### src/rtl/dsp_branch_unit.sv
// Registered branch resolver with hardware return-address stack and fixed-length flush.
// Optional statistics counters are enabled by defining DSP_BRANCH_STATS_EN.
module dsp_branch_unit #(
    parameter int WORD_W       = 16,
    parameter int ADDR_W       = 16,
    parameter int MODE_W       = 3,
    parameter int RAS_DEPTH    = 4,
    parameter int FLUSH_CYCLES = 2
) (
    input  logic              clk,
    input  logic              rst_n,
    input  logic              in_valid,
    output logic              in_ready,
    input  logic [MODE_W-1:0] flow_mode,
    input  logic [WORD_W-1:0] alu_result,
    input  logic [ADDR_W-1:0] address,
    input  logic [ADDR_W-1:0] pc_next,
    output logic              jump_flag,
    output logic [ADDR_W-1:0] jump_addr,
    output logic              flush,
    output logic              ras_ovf,
    output logic              ras_unf
`ifdef DSP_BRANCH_STATS_EN
    ,
    output logic [31:0]       br_count,
    output logic [31:0]       taken_count
`endif
);

    localparam int CNT_W = (FLUSH_CYCLES > 1) ? $clog2(FLUSH_CYCLES) : 1;
    localparam int PTR_W = $clog2(RAS_DEPTH + 1);
    localparam int IDX_W = (RAS_DEPTH > 1) ? $clog2(RAS_DEPTH) : 1;

    localparam logic [MODE_W-1:0] MODE_JMP  = MODE_W'(1);
    localparam logic [MODE_W-1:0] MODE_BEZ  = MODE_W'(2);
    localparam logic [MODE_W-1:0] MODE_BNEZ = MODE_W'(3);
    localparam logic [MODE_W-1:0] MODE_BEQ  = MODE_W'(4);
    localparam logic [MODE_W-1:0] MODE_CALL = MODE_W'(5);
    localparam logic [MODE_W-1:0] MODE_RET  = MODE_W'(6);

    typedef enum logic {
        IDLE,
        FLUSH
    } state_t;

    state_t            state;
    state_t            state_next;
    logic [CNT_W-1:0]  count;
    logic [CNT_W-1:0]  count_next;

    logic [ADDR_W-1:0] stack [RAS_DEPTH];
    logic [PTR_W-1:0]  sp;
    logic [IDX_W-1:0]  top_idx;
    logic [IDX_W-1:0]  push_idx;
    logic              stack_full;
    logic              stack_empty;

    logic              accept;
    logic              taken;
    logic [ADDR_W-1:0] target;

    // sp counts occupied entries; the top of stack lives one below it
    assign top_idx     = IDX_W'(sp - PTR_W'(1));
    assign push_idx    = IDX_W'(sp);
    assign stack_full  = (sp == PTR_W'(RAS_DEPTH));
    assign stack_empty = (sp == '0);
    assign accept      = in_valid & in_ready;

    always_comb begin
        taken  = 1'b0;
        target = address;
        case (flow_mode)
            MODE_JMP:  taken = 1'b1;
            MODE_BEZ:  taken = (alu_result == '0);
            MODE_BNEZ: taken = (alu_result != '0);
            MODE_BEQ:  taken = (alu_result == '0);
            MODE_CALL: taken = 1'b1;
            MODE_RET: begin
                taken  = !stack_empty;
                target = stack[top_idx];
            end
            default:   taken = 1'b0;
        endcase
    end

    always_ff @(posedge clk or negedge rst_n) begin
        if (!rst_n) begin
            state <= IDLE;
            count <= '0;
        end else begin
            state <= state_next;
            count <= count_next;
        end
    end

    // in_ready is gated by rst_n so decode sees the unit as busy throughout reset
    always_comb begin
        state_next = state;
        count_next = count;
        in_ready   = 1'b0;
        flush      = 1'b0;
        case (state)
            IDLE: begin
                in_ready = rst_n;
                if (accept && taken) begin
                    state_next = FLUSH;
                    count_next = CNT_W'(FLUSH_CYCLES - 1);
                end
            end
            FLUSH: begin
                flush = 1'b1;
                if (count == '0) begin
                    state_next = IDLE;
                end else begin
                    count_next = count - CNT_W'(1);
                end
            end
            default: state_next = IDLE;
        endcase
    end

    always_ff @(posedge clk or negedge rst_n) begin
        if (!rst_n) begin
            jump_flag <= 1'b0;
            jump_addr <= '0;
        end else begin
            jump_flag <= accept & taken;
            if (accept && taken) begin
                jump_addr <= target;
            end
        end
    end

    // A CALL on a full stack still redirects; only the push is lost
    always_ff @(posedge clk or negedge rst_n) begin
        if (!rst_n) begin
            sp      <= '0;
            ras_ovf <= 1'b0;
            ras_unf <= 1'b0;
            for (int i = 0; i < RAS_DEPTH; i++) begin
                stack[i] <= '0;
            end
        end else if (accept) begin
            if (flow_mode == MODE_CALL) begin
                if (stack_full) begin
                    ras_ovf <= 1'b1;
                end else begin
                    stack[push_idx] <= pc_next;
                    sp              <= sp + PTR_W'(1);
                end
            end else if (flow_mode == MODE_RET) begin
                if (stack_empty) begin
                    ras_unf <= 1'b1;
                end else begin
                    sp <= sp - PTR_W'(1);
                end
            end
        end
    end

`ifdef DSP_BRANCH_STATS_EN
    logic is_branch_mode;

    assign is_branch_mode = (flow_mode >= MODE_BEZ) && (flow_mode <= MODE_RET);

    always_ff @(posedge clk or negedge rst_n) begin
        if (!rst_n) begin
            br_count    <= '0;
            taken_count <= '0;
        end else if (accept) begin
            if (is_branch_mode && (br_count != 32'hFFFF_FFFF)) begin
                br_count <= br_count + 32'd1;
            end
            if (taken && (taken_count != 32'hFFFF_FFFF)) begin
                taken_count <= taken_count + 32'd1;
            end
        end
    end
`endif

endmodule
### config.mk
export PLATFORM = sky130hd
export DESIGN_NAME = dsp_branch_unit
export DESIGN_NICKNAME = d
export VERILOG_FILES = /design/src/rtl/dsp_branch_unit.sv
export SDC_FILE = /design/constraint.sdc
export NUM_CORES = 1
export LEC_CHECK = 0
export CELL_PAD_IN_SITES_DETAIL_PLACEMENT = 0
export CELL_PAD_IN_SITES_GLOBAL_PLACEMENT = 2
export CORE_MARGIN = 3
export CORE_UTILIZATION = 47
export CTS_BUF_LIST = sky130_fd_sc_hd__clkbuf_4
export DETAILED_ROUTE_END_ITERATION = 10
export DONT_BUFFER_PORTS = 1
export GPL_TIMING_DRIVEN = 0
export PLACE_DENSITY_LB_ADDON = 0.15
export SLEW_MARGIN = 0
export SYNTH_ARGS = -nofsm -noshare
export SYNTH_HDL_FRONTEND = slang
export SYNTH_SLANG_ARGS = --single-unit
### constraint.sdc
create_clock -name clk -period 3.37 [get_ports clk]
set_clock_uncertainty 0.2 [all_clocks]
set_input_delay 0.674 -clock clk [delete_from_list [all_inputs] [get_ports clk]]
set_output_delay 0.674 -clock clk [all_outputs]
set_load 0.1 [all_outputs]
==> impl_results.md <==
- Max Transition Viols Final: 0
- CP startpoint: state
- Critical Path AT: 2.23 ns
- Syn Inst Count: 262
- CTS resizes: 0
- Min-delay worst type: in2reg
- Worst endpoint required time: 2.50 ns
- Ys flop type: dfrtp_1
- Non-filler instance count after layout: 384
- Leakage: 2.066 nW
- # Post-CTS Setup Buffers: 0
- CTS tree: yes
- Starting Density: 49.40%
- Syn Nets: 321
- Status: finished, final reports clean
- Root Driver: clkbuf_4
- Vias per inst: 5.648
- RSZ-0062 raised after global routing: false
- Drt first pass iters: 4
- Synth cell types: 33
- Fmax: 321.7 MHz
- Flops & latches, synth: 88
- CTS buffer count: 9
- Wire per inst: 20.60 um
- Reg2reg start: sp[0]
- CTS sink cnt: 88
- Die width: 99.86 um
- Worst-margin pin slew: 1.053 ns
- Final Wtd Congestion: 0.6970
- Worst min-delay path startpoint: pc_next[2]
- Dpl cells: 367
- Pwr Density: 896.3 mW/mm2
- Iter 0 DRT Violations: 99
- Routed Antenna Nets: 0
- Final min period: 3.109 ns
- Post-route DRC violation count: 0
- CP top delay family: simple AND/OR/NAND/NOR gates
- Setup crit start kind: flip-flop
- CTS H-tree lvls: 3
- Avg Inst Size Synth: 15.80 um2
- CP Cell Sequence: nor2b_2
- Relative slew slack: 29.45%
- Max-capacitance violation count: 0
- Slowest stage delay, CP: 1.01 ns
- Core Region: 0.008382 mm2
- FFs w/ async S/R, synth: 100.0%
- Total track usage: 17.07%
- Final hold vios: 0
- Clk slew on worst S/H paths: 0.15 ns
- Worst vdd ir: 0.0004005 V
- Register area: 0.002202 mm2
- Fin crit share: 92.25%
- Post-synth EDFFs: 0
- Area grow syn2layout: 7.041%
- Share of cells above drive strength 1: 54.84%
- Crit Path Class: reg2out
- Initial antenna violation count: 0
- Area occupied by multi-input gates: 0.001837 mm2
- R2R Setup Slk: 0.42 ns
- Final setup vio count: 0
- Vias in the first global route: 2,436
- Area of the mapped netlist: 0.004140 mm2
- Congestion Overflow GR: 0
- CP bufs+invs: 0
- Largest net degree at the start of global routing: 89
- Worst-path maximum fanout: 6
- Final layout net count: 333
- Drt total wl: 7910 um
- HPWL after detailed placement: 5263 um
- First-pass GRT wire length: 12,880 um
- Seq/Total Area, Yosys: 53.19%
- Full die area: 0.009971 mm2
- Clock Tree Buf Depth: 2
- Total chip power: 3.972 mW
- Crit end category: primary output
- Slowest CP cell: nor2b_2
- # rows: 33
- Clock Latency Late Sink: 0.42 ns
- Antenna cells: 0
- DR vias: 2,169
- IO buf count: 0
- Die height: 99.86 um
- # fillers: 711
- Yosys warning count: 0
- Ports: 75
layout by cell type (no fill, tap or decap), types with 2 or more instances in the layout:
master | netlist | routed
inv_1 | 4 | 4
xnor2_1 | 2 | 2
mux2_4 | 7 | 7
buf_4 | 4 | 4
nor2_1 | 2 | 2
nor4_1 | 2 | 2
buf_2 | 4 | 4
clkinv_2 | 0 | 2
dfrtp_1 | 88 | 88
clkbuf_4 | 0 | 9
mux2_2 | 90 | 90
nand3b_1 | 2 | 2
mux4_2 | 16 | 16
xor2_1 | 3 | 3
nand2_2 | 3 | 3
clkinv_4 | 0 | 3
ha_1 | 5 | 5
a21o_2 | 2 | 2
nor4_2 | 2 | 2
o21ai_0 | 2 | 2
nand2_1 | 7 | 7
cell usage after synthesis, types with 3 or more instances:
library cell / n / area share, %
nand2_2: 3 / 0.45
buf_2: 4 / 0.48
mux4_2: 16 / 8.7
inv_1: 4 / 0.36
xor2_1: 3 / 0.63
nand2_1: 7 / 0.63
dfrtp_1: 88 / 53
buf_4: 4 / 0.73
ha_1: 5 / 1.5
mux2_2: 90 / 24
mux2_4: 7 / 2.5
worst paths after layout:
kind,endpoint,cells after the start
worst min register to register,state,1
min in group asynchronous,stack[42],2
worst max-delay path,in_ready,1
worst max register to register,jump_addr[4],8
worst min-delay path,stack[18],1
max in group asynchronous,stack[3],2
routing by layer:
metal  part of all wire (%)  vias to the layer above  global-route usage [%]
li1                       -                      985                       -
met1                     45                     1126                   22.39
met2                     48                       50                   27.40
met3                    6.0                        8                   5.351
met4                    1.0                        0                   5.042
met5                      0                        -                       0
cell families after synthesis:
family | count (synthesis) | share of synthesized area [%]
multiplexers | 113 | 35.72
buffers and inverters | 16 | 2.508
AND/OR/NAND/NOR | 26 | 4.291
XOR/XNOR | 5 | 1.058
flip-flops | 88 | 53.19
adder cells (fa/ha/maj) | 5 | 1.511
AO/OA/AOI/OAI | 9 | 1.723
timing repair:
item,4_1_cts,5_1_grt
endpoints found under the setup margin,9,0
hold buffers,2,0
hold endpoints to repair,88,0
state kept, by name (all words and copies together), names as in the netlist:
name,flops
jump_flag,1
stack,64
ras_unf,1
count,1
ras_ovf,1
sp,3
state,1
jump_addr,16
report_power, final:
part | leakage, nW | internal (mW) | total [mW] | switching (mW)
clock | 0.0722 | 0.161 | 0.541 | 0.380
combinational | 0.841 | 0.655 | 1.07 | 0.415
sequential | 1.15 | 1.42 | 2.36 | 0.937
metrics by stage:
step	area [um2]	setup slack [ns]	util, %	hold WS [ns]	setup TNS [ns]
floorplan	4140	0.2477	-	0.1784	0
global placement	4272	-0.03679	50.96	0.1810	-0.1293
detailed placement	4274	-0.05462	50.99	0.1808	-0.2726
CTS	4432	0.2398	52.87	0.1469	0
global route	4432	0.1566	52.87	0.1248	0
finish	4432	0.2611	52.87	0.1714	0
area by class of cell:
cell class                 instances  share of cell area, %
sequential                        88                  49.69
multi-input combinational        158                  41.45
tap                              105                  2.964
buffer                            11                  1.920
clock buffer                       9                  1.525
clock inverter                     7                  1.270
timing repair buffer               2                 0.8470
inverter                           4                 0.3388
Power figures use the tool's default switching activity.
